File: src/rtl/bbs_pkg.sv
`default_nettype none
// ============================================================================
// Module      : bbs_pkg
// Description : Shared constants, FSM state type and helpers for the
//               Blum-Blum-Shub sequencer.
// Revision    : 1.0 - initial release
// ============================================================================
package bbs_pkg;

    localparam int unsigned X_W    = 64;
    localparam int unsigned PROD_W = 128;

    localparam logic [X_W-1:0] P       = 64'd2147483647;
    localparam logic [X_W-1:0] Q       = 64'd2147483629;
    localparam logic [X_W-1:0] N       = P * Q;
    localparam logic [X_W-1:0] X_RESET = 64'd3;

    typedef enum logic [2:0] {
        ST_IDLE   = 3'd0,
        ST_SQUARE = 3'd1,
        ST_ISSUE  = 3'd2,
        ST_WAIT   = 3'd3,
        ST_EMIT   = 3'd4
    } state_t;

    // Seeds 0 and 1 are fixed points of squaring, so they are replaced.
    function automatic logic [X_W-1:0] sanitize_seed(input logic [X_W-1:0] s);
        return (s <= 64'd1) ? X_RESET : s;
    endfunction

endpackage
`default_nettype wire

File: src/rtl/bbs_sequencer_if.sv
`default_nettype none
// ============================================================================
// Module      : bbs_sequencer_if
// Description : Handshake bus between the BBS sequencer and the mod-n reducer.
// Revision    : 1.0 - initial release
// ============================================================================
interface bbs_sequencer_if;

    logic                       mod_start;
    logic [bbs_pkg::PROD_W-1:0] mod_a;
    logic [bbs_pkg::X_W-1:0]    mod_result;
    logic                       mod_done;

    modport master (
        output mod_start,
        output mod_a,
        input  mod_result,
        input  mod_done
    );

    modport slave (
        input  mod_start,
        input  mod_a,
        output mod_result,
        output mod_done
    );

endinterface
`default_nettype wire

File: src/rtl/bbs_square_mul.sv
`default_nettype none
// ============================================================================
// Module      : bbs_square_mul
// Description : Sequential shift-add squarer, one multiplier bit per cycle,
//               64 cycles, exact 128-bit product.
// Revision    : 1.0 - initial release
// ============================================================================
module bbs_square_mul
    import bbs_pkg::*;
(
    input  logic              clk,
    input  logic              rst,
    input  logic              start,
    input  logic [X_W-1:0]    a,
    output logic              done,
    output logic [PROD_W-1:0] product
);

    logic              active_q, active_d;
    logic [5:0]        cnt_q,    cnt_d;
    logic [X_W-1:0]    mplier_q, mplier_d;
    logic [PROD_W-1:0] mcand_q,  mcand_d;
    logic [PROD_W-1:0] acc_q,    acc_d;

    always_ff @(posedge clk or posedge rst) begin
        if (rst) begin
            active_q <= 1'b0;
            cnt_q    <= '0;
            mplier_q <= '0;
            mcand_q  <= '0;
            acc_q    <= '0;
        end else begin
            active_q <= active_d;
            cnt_q    <= cnt_d;
            mplier_q <= mplier_d;
            mcand_q  <= mcand_d;
            acc_q    <= acc_d;
        end
    end

    // done is asserted during the cycle whose edge performs the last step,
    // so the product register is complete on the edge the caller sees done.
    always_comb begin
        active_d = active_q;
        cnt_d    = cnt_q;
        mplier_d = mplier_q;
        mcand_d  = mcand_q;
        acc_d    = acc_q;
        done     = 1'b0;
        if (start) begin
            active_d = 1'b1;
            cnt_d    = '0;
            mplier_d = a;
            mcand_d  = {{(PROD_W-X_W){1'b0}}, a};
            acc_d    = '0;
        end else if (active_q) begin
            if (mplier_q[0]) begin
                acc_d = acc_q + mcand_q;
            end
            mcand_d  = mcand_q << 1;
            mplier_d = mplier_q >> 1;
            cnt_d    = cnt_q + 6'd1;
            if (cnt_q == 6'd63) begin
                active_d = 1'b0;
                done     = 1'b1;
            end
        end
    end

    assign product = acc_q;

endmodule
`default_nettype wire

File: src/rtl/bbs_sequencer.sv
`default_nettype none
// ============================================================================
// Module      : bbs_sequencer
// Description : Blum-Blum-Shub bit sequencer: squares the state, hands the
//               square to an external mod-n reducer, emits one bit per request.
//               Define BBS_PARITY_OUT_EN to emit the parity of the new state
//               instead of its LSB.
// Revision    : 1.0 - initial release
// ============================================================================
module bbs_sequencer
    import bbs_pkg::*;
#(
    parameter int unsigned TIMEOUT = 255
) (
    input  logic                   clk,
    input  logic                   rst,
    input  logic                   seed_load,
    input  logic [X_W-1:0]         seed,
    input  logic                   bit_req,
    output logic                   bit_valid,
    output logic                   bit_out,
    output logic                   busy,
    output logic                   err,
    output logic [X_W-1:0]         x_out,
    bbs_sequencer_if.master        mod_bus
);

    localparam int unsigned TO_W = $clog2(TIMEOUT + 1);
    localparam logic [TO_W-1:0] TO_LAST = TO_W'(TIMEOUT - 1);

    state_t            state_q, state_d;
    logic [X_W-1:0]    x_q, x_d;
    logic              err_q, err_d;
    logic [TO_W-1:0]   tmo_q, tmo_d;
    logic [PROD_W-1:0] mod_a_q, mod_a_d;
    logic              mod_start_q, mod_start_d;

    logic              mul_start;
    logic              mul_done;
    logic [PROD_W-1:0] mul_product;
    logic              new_bit;

    bbs_square_mul u_square_mul (
        .clk     (clk),
        .rst     (rst),
        .start   (mul_start),
        .a       (x_q),
        .done    (mul_done),
        .product (mul_product)
    );

    always_ff @(posedge clk or posedge rst) begin
        if (rst) begin
            state_q     <= ST_IDLE;
            x_q         <= X_RESET;
            err_q       <= 1'b0;
            tmo_q       <= '0;
            mod_a_q     <= '0;
            mod_start_q <= 1'b0;
        end else begin
            state_q     <= state_d;
            x_q         <= x_d;
            err_q       <= err_d;
            tmo_q       <= tmo_d;
            mod_a_q     <= mod_a_d;
            mod_start_q <= mod_start_d;
        end
    end

    always_comb begin
        state_d     = state_q;
        x_d         = x_q;
        err_d       = err_q;
        tmo_d       = tmo_q;
        mod_a_d     = mod_a_q;
        mod_start_d = 1'b0;
        mul_start   = 1'b0;
        case (state_q)
            ST_IDLE: begin
                if (seed_load) begin
                    x_d   = sanitize_seed(seed);
                    err_d = 1'b0;
                end else if (bit_req) begin
                    mul_start = 1'b1;
                    state_d   = ST_SQUARE;
                end
            end
            ST_SQUARE: begin
                if (mul_done) begin
                    state_d = ST_ISSUE;
                end
            end
            ST_ISSUE: begin
                // mod_a is only rewritten here, which keeps it stable for the
                // whole reducer transaction.
                mod_a_d     = mul_product;
                mod_start_d = 1'b1;
                tmo_d       = '0;
                state_d     = ST_WAIT;
            end
            ST_WAIT: begin
                if (mod_bus.mod_done) begin
                    x_d     = mod_bus.mod_result;
                    state_d = ST_EMIT;
                end else if (tmo_q == TO_LAST) begin
                    err_d   = 1'b1;
                    state_d = ST_IDLE;
                end else begin
                    tmo_d = tmo_q + 1'b1;
                end
            end
            ST_EMIT: begin
                state_d = ST_IDLE;
            end
            default: begin
                state_d = ST_IDLE;
            end
        endcase
    end

`ifdef BBS_PARITY_OUT_EN
    assign new_bit = ^x_q;
`else
    assign new_bit = x_q[0];
`endif

    always_comb begin
        busy      = (state_q != ST_IDLE);
        bit_valid = (state_q == ST_EMIT);
        bit_out   = 1'b0;
        if (state_q == ST_EMIT) begin
            bit_out = new_bit;
        end
    end

    assign err               = err_q;
    assign x_out             = x_q;
    assign mod_bus.mod_start = mod_start_q;
    assign mod_bus.mod_a     = mod_a_q;

endmodule
`default_nettype wire

File: src/flat_wrapper.sv
// flat-port wrapper written by rule: the top's interface ports become plain ports
module bbs_sequencer_flat import bbs_pkg::*;
#(
    parameter int unsigned TIMEOUT = 255
)
  (clk, rst, seed_load, seed, bit_req, bit_valid, bit_out, busy, err, x_out, mod_bus_mod_start, mod_bus_mod_a, mod_bus_mod_result, mod_bus_mod_done);
  bbs_sequencer_if mod_bus_i ();
  input  logic clk;
  input  logic rst;
  input  logic seed_load;
  input  logic [X_W-1:0] seed;
  input  logic bit_req;
  output logic bit_valid;
  output logic bit_out;
  output logic busy;
  output logic err;
  output logic [X_W-1:0] x_out;
  output wire logic [$bits(mod_bus_i.mod_start)-1:0] mod_bus_mod_start;
  output wire logic [$bits(mod_bus_i.mod_a)-1:0] mod_bus_mod_a;
  input wire logic [$bits(mod_bus_i.mod_result)-1:0] mod_bus_mod_result;
  input wire logic [$bits(mod_bus_i.mod_done)-1:0] mod_bus_mod_done;
  assign mod_bus_mod_start = mod_bus_i.mod_start;
  assign mod_bus_mod_a = mod_bus_i.mod_a;
  assign mod_bus_i.mod_result = mod_bus_mod_result;
  assign mod_bus_i.mod_done = mod_bus_mod_done;
  bbs_sequencer #(.TIMEOUT(TIMEOUT)) u_core (.clk(clk), .rst(rst), .seed_load(seed_load), .seed(seed), .bit_req(bit_req), .bit_valid(bit_valid), .bit_out(bit_out), .busy(busy), .err(err), .x_out(x_out), .mod_bus(mod_bus_i));
endmodule
File: config.mk
export PLATFORM = sky130hd
export DESIGN_NAME = bbs_sequencer_flat
export DESIGN_NICKNAME = d
export VERILOG_FILES = /design/src/rtl/bbs_pkg.sv /design/src/rtl/bbs_sequencer_if.sv /design/src/rtl/bbs_square_mul.sv /design/src/rtl/bbs_sequencer.sv /design/src/flat_wrapper.sv
export SDC_FILE = /design/constraint.sdc
export NUM_CORES = 1
export LEC_CHECK = 0
export ABC_AREA = 1
export BUFFER_PORTS_ARGS = -buffer_cell sky130_fd_sc_hd__buf_2
export CAP_MARGIN = 20
export CORE_MARGIN = 5
export CORE_UTILIZATION = 45
export CTS_CLUSTER_SIZE = 12
export DETAILED_ROUTE_END_ITERATION = 8
export PLACE_DENSITY = 0.74
export SYNTH_ARGS = -nofsm -noshare
export SYNTH_HDL_FRONTEND = slang
export SYNTH_HIERARCHICAL = 1
export SYNTH_SLANG_ARGS = --single-unit
export TNS_END_PERCENT = 1
File: constraint.sdc
create_clock -name clk -period 12.8 [get_ports clk]
set_input_delay 1.28 -clock clk [delete_from_list [all_inputs] [get_ports clk]]
set_output_delay 1.28 -clock clk [all_outputs]
set_load 0.02 [all_outputs]
==> impl_metrics.ini <==
[yosys]
synth_xor_area_share_pct = 0.301
synth-edff-count = 0
synthSimpleGateAreaFrac_pct = 34.1
syn_nets = 5650
synth.avg_cell_area_um2 = 6.49
synth_seq_cells = 532
synth.mux.area_fraction_pct = 0
synth_top_family_by_area = simple AND/OR/NAND/NOR gates
synth_compound_area_share_pct = 9.85
netlist_area_um2 = 34900
synthAdderAreaFrac_pct = 4.71
yosysWarnings = 6
syn_inst = 5386
synthArstFlopShare_pct = 100
synth-main-ff-cell = dfrtp_1
synth.distinct_cells = 46
ys_seq_area_share_pct = 38.1

[grt]
gr-usage-all-layers_pct = 30.3
grt_pass1_vias = 32900
grt_start_max_net_pins = 153
antenna_found_initial = 2
grt_pass1_wl_mm = 195
grt_overflow_total = 0

[place]
placed_cell_area_um2 = 37500
dpl.cell_count = 6641
dp_hpwl_mm = 102
gp_congestion = 1.04
place.port_buffers = 329

[cts]
cts_hold_buf = 0
cts_made_buffers = 59
h-tree-depth = 2
clk_latency_ns = 0.66
cts_resized = 0
root_buffer = clkbuf_16
postCtsSetupBuffers = 0
cts_tree = built
clk_pin_slew_worst_paths_ns = 0.06
clockBufferDepth = 3
cts_sinks = 532

[setup_path]
crit_fanout = 93
crit_required_ns = 13.34
crit_path_end_kind = register
critPathLaunchType = primary input
cp.arrival_ns = 4.63
worst-setup-path-type = primary input to register

[detailed_routing]
vias = 34900
routed_wl_mm = 129
drt_iter0_markers = 3472
vias_per_cell = 5.17
drcViolationCount = 0
wl_per_cell_um = 19.1
detail-route-antenna-nets = 0
first_pass_iters = 6

[run_status]
status = finished clean

[power]
combPwrFrac_pct = 50.1
switchingPower_w = 0.00468
switching_share_pct = 49.3
vdd_drop_max_mv = 0.192
power_frac_seq_pct = 31.7
p_int_w = 0.00482
p_leak_nw = 23.0
clkPwrFrac_pct = 18.2
power_density_nw_per_um2 = 241

[layout]
final_cells = 6745
final_nets = 5927
syn_to_final_growth_pct = 13.0
fillers = 7901
final_area_um2 = 39500
drive_gt1_share_pct = 10.3

[floorplan]
io_pins = 330
fp.dieW_um = 289
initial_core_util_pct = 45.2
die_h_um = 289
die_area_um2 = 83300
coreArea_um2 = 77200
rows = 102

[sta]
post-route-min-period_ns = 4.09
slew_violations = 0
hold-worst-slack_ns = 0.463
fmax_ghz = 0.244
rsz0062_at_grt = no
relSlewSlack_pct = 21.2
fin_skew_ns = 0.0476
setup_viol_count_final = 0
fin_setup_tns_ns = 0
worst_slew_pin_slew_ns = 1.18
post-route-period-util_pct = 32.0
finalHoldViolCount = 0

[worst_hold_path]
worstHoldPathType = register to register

[flow_run]
drv_cap = 0
-- layout by cell type (no fill, tap or decap), types with 30 or more instances in the layout --
cell and instances:
o21ai_0 65, o221ai_1 107, o22ai_1 66, nand2_2 36, nor2_1 393, a21oi_1 237
clkbuf_16 59, ha_1 130, dfrtp_1 530, nor2_2 30, nand3_1 155, buf_2 329
inv_1 1013, nand2_1 2291
-- power groups by stage --
stage	registers, W	logic, W	clock network [W]
after detailed placement	0.00301	0.00467	0
final	0.00301	0.00476	0.00173
after floorplan	0.00313	0.00296	0
after global routing	0.00308	0.00526	0.00183
after global placement	0.00301	0.00459	0
after CTS	0.00300	0.00470	0.00176
-- per-stage QoR --
| step | util (%) | total power (W) | setup WS, ns |
|---|---|---|---|
| 2_1_floorplan | - | 0.00608 | 2.47 |
| 3_3_place_gp | 48.5 | 0.00759 | 8.21 |
| 3_5_place_dp | 48.5 | 0.00769 | 8.11 |
| 4_1_cts | 51.1 | 0.00946 | 8.75 |
| 5_1_grt | 51.1 | 0.0102 | 8.59 |
| 6_report | 51.1 | 0.00950 | 8.71 |
-- cell usage after synthesis (12+ instances only) --
master,instances,area share (%)
nand2_1,2291,25
inv_1,1016,11
dfrtp_1,530,38
nor2_1,394,4.2
a21oi_1,237,3.4
nand3_1,156,2.2
ha_1,130,4.7
o221ai_1,107,2.7
o22ai_1,66,1.2
o21ai_0,65,0.93
clkbuf_1,61,0.66
buf_2,50,0.72
nand2_2,36,0.64
nor2_2,30,0.54
nand4_1,22,0.39
nand3_2,20,0.57
a21oi_2,18,0.45
o211ai_1,18,0.39
inv_2,16,0.17
o21ai_1,15,0.21
nor3_1,13,0.19
buf_1,12,0.13
-- path summary, 6_finish.rpt --
kind                                          start                              end  cells past startpoint  slack, ns
max                                         bit_req  u_core/u_square_mul/product[73]                     10       8.71
min                        u_core/mod_bus.mod_a[34]         u_core/mod_bus.mod_a[34]                      2       0.46
max reg2reg                       u_core/state_q[0]  u_core/u_square_mul/product[73]                     12       8.81
min reg2reg                u_core/mod_bus.mod_a[34]         u_core/mod_bus.mod_a[34]                      2       0.46
max in group asynchronous                       rst  u_core/u_square_mul/product[52]                      4       9.70
min in group asynchronous                       rst  u_core/u_square_mul/product[31]                      2       0.74
-- final cells by class --
class	instances	area, um2	share of cell area (%)
clock inverters	18	259	0.656
flip-flops and latches	532	13300	33.7
diodes	2	5.00	0.0127
well taps	1040	1300	3.30
inverters	1037	3920	9.94
clock buffers	83	1710	4.32
repair buffers	347	1830	4.63
multi-input cells	3686	17100	43.4
-- kinds of logic after synthesis --
group                      count (synthesis)
xor gates and xnor gates                  12
buffers and inverters                   1168
AOI/OAI and AO/OA                        553
DFF                                      532
and+or+nand+nor                         2990
adders and majority gates                131
-- critical path, cell delays in order --
cell and delay, ns:
buf_2 0.09, inv_1 0.10, nor3_2 0.06, buf_4 0.20, nor2_1 0.88, inv_6 0.52
nor2_8 0.21, buf_4 0.78, nand2_1 0.13, o21ai_1 0.16
-- flip-flops by register name, summed over array words and instances, names as in the netlist --
signal / cells
u_core/mod_bus.mod_a: 128
u_core/u_square_mul/mcand_q: 128
u_core/u_square_mul/product: 128
u_core/u_square_mul/mplier_q: 64
u_core/x_out: 64
u_core/tmo_q: 8
u_core/u_square_mul/cnt_q: 6
u_core/state_q: 3
u_core/err: 1
u_core/mod_bus.mod_start: 1
u_core/u_square_mul/active_q: 1
-- per-layer routing --
| metal | part of all wire, % | global-route usage [%] |
|---|---|---|
| met4 | 3.3 | 8.77 |
| met3 | 8.8 | 6.09 |
| met2 | 42 | 45.5 |
| met1 | 45 | 44.6 |
| met5 | 0.0093 | 0 |
Power figures use the tool's default switching activity.
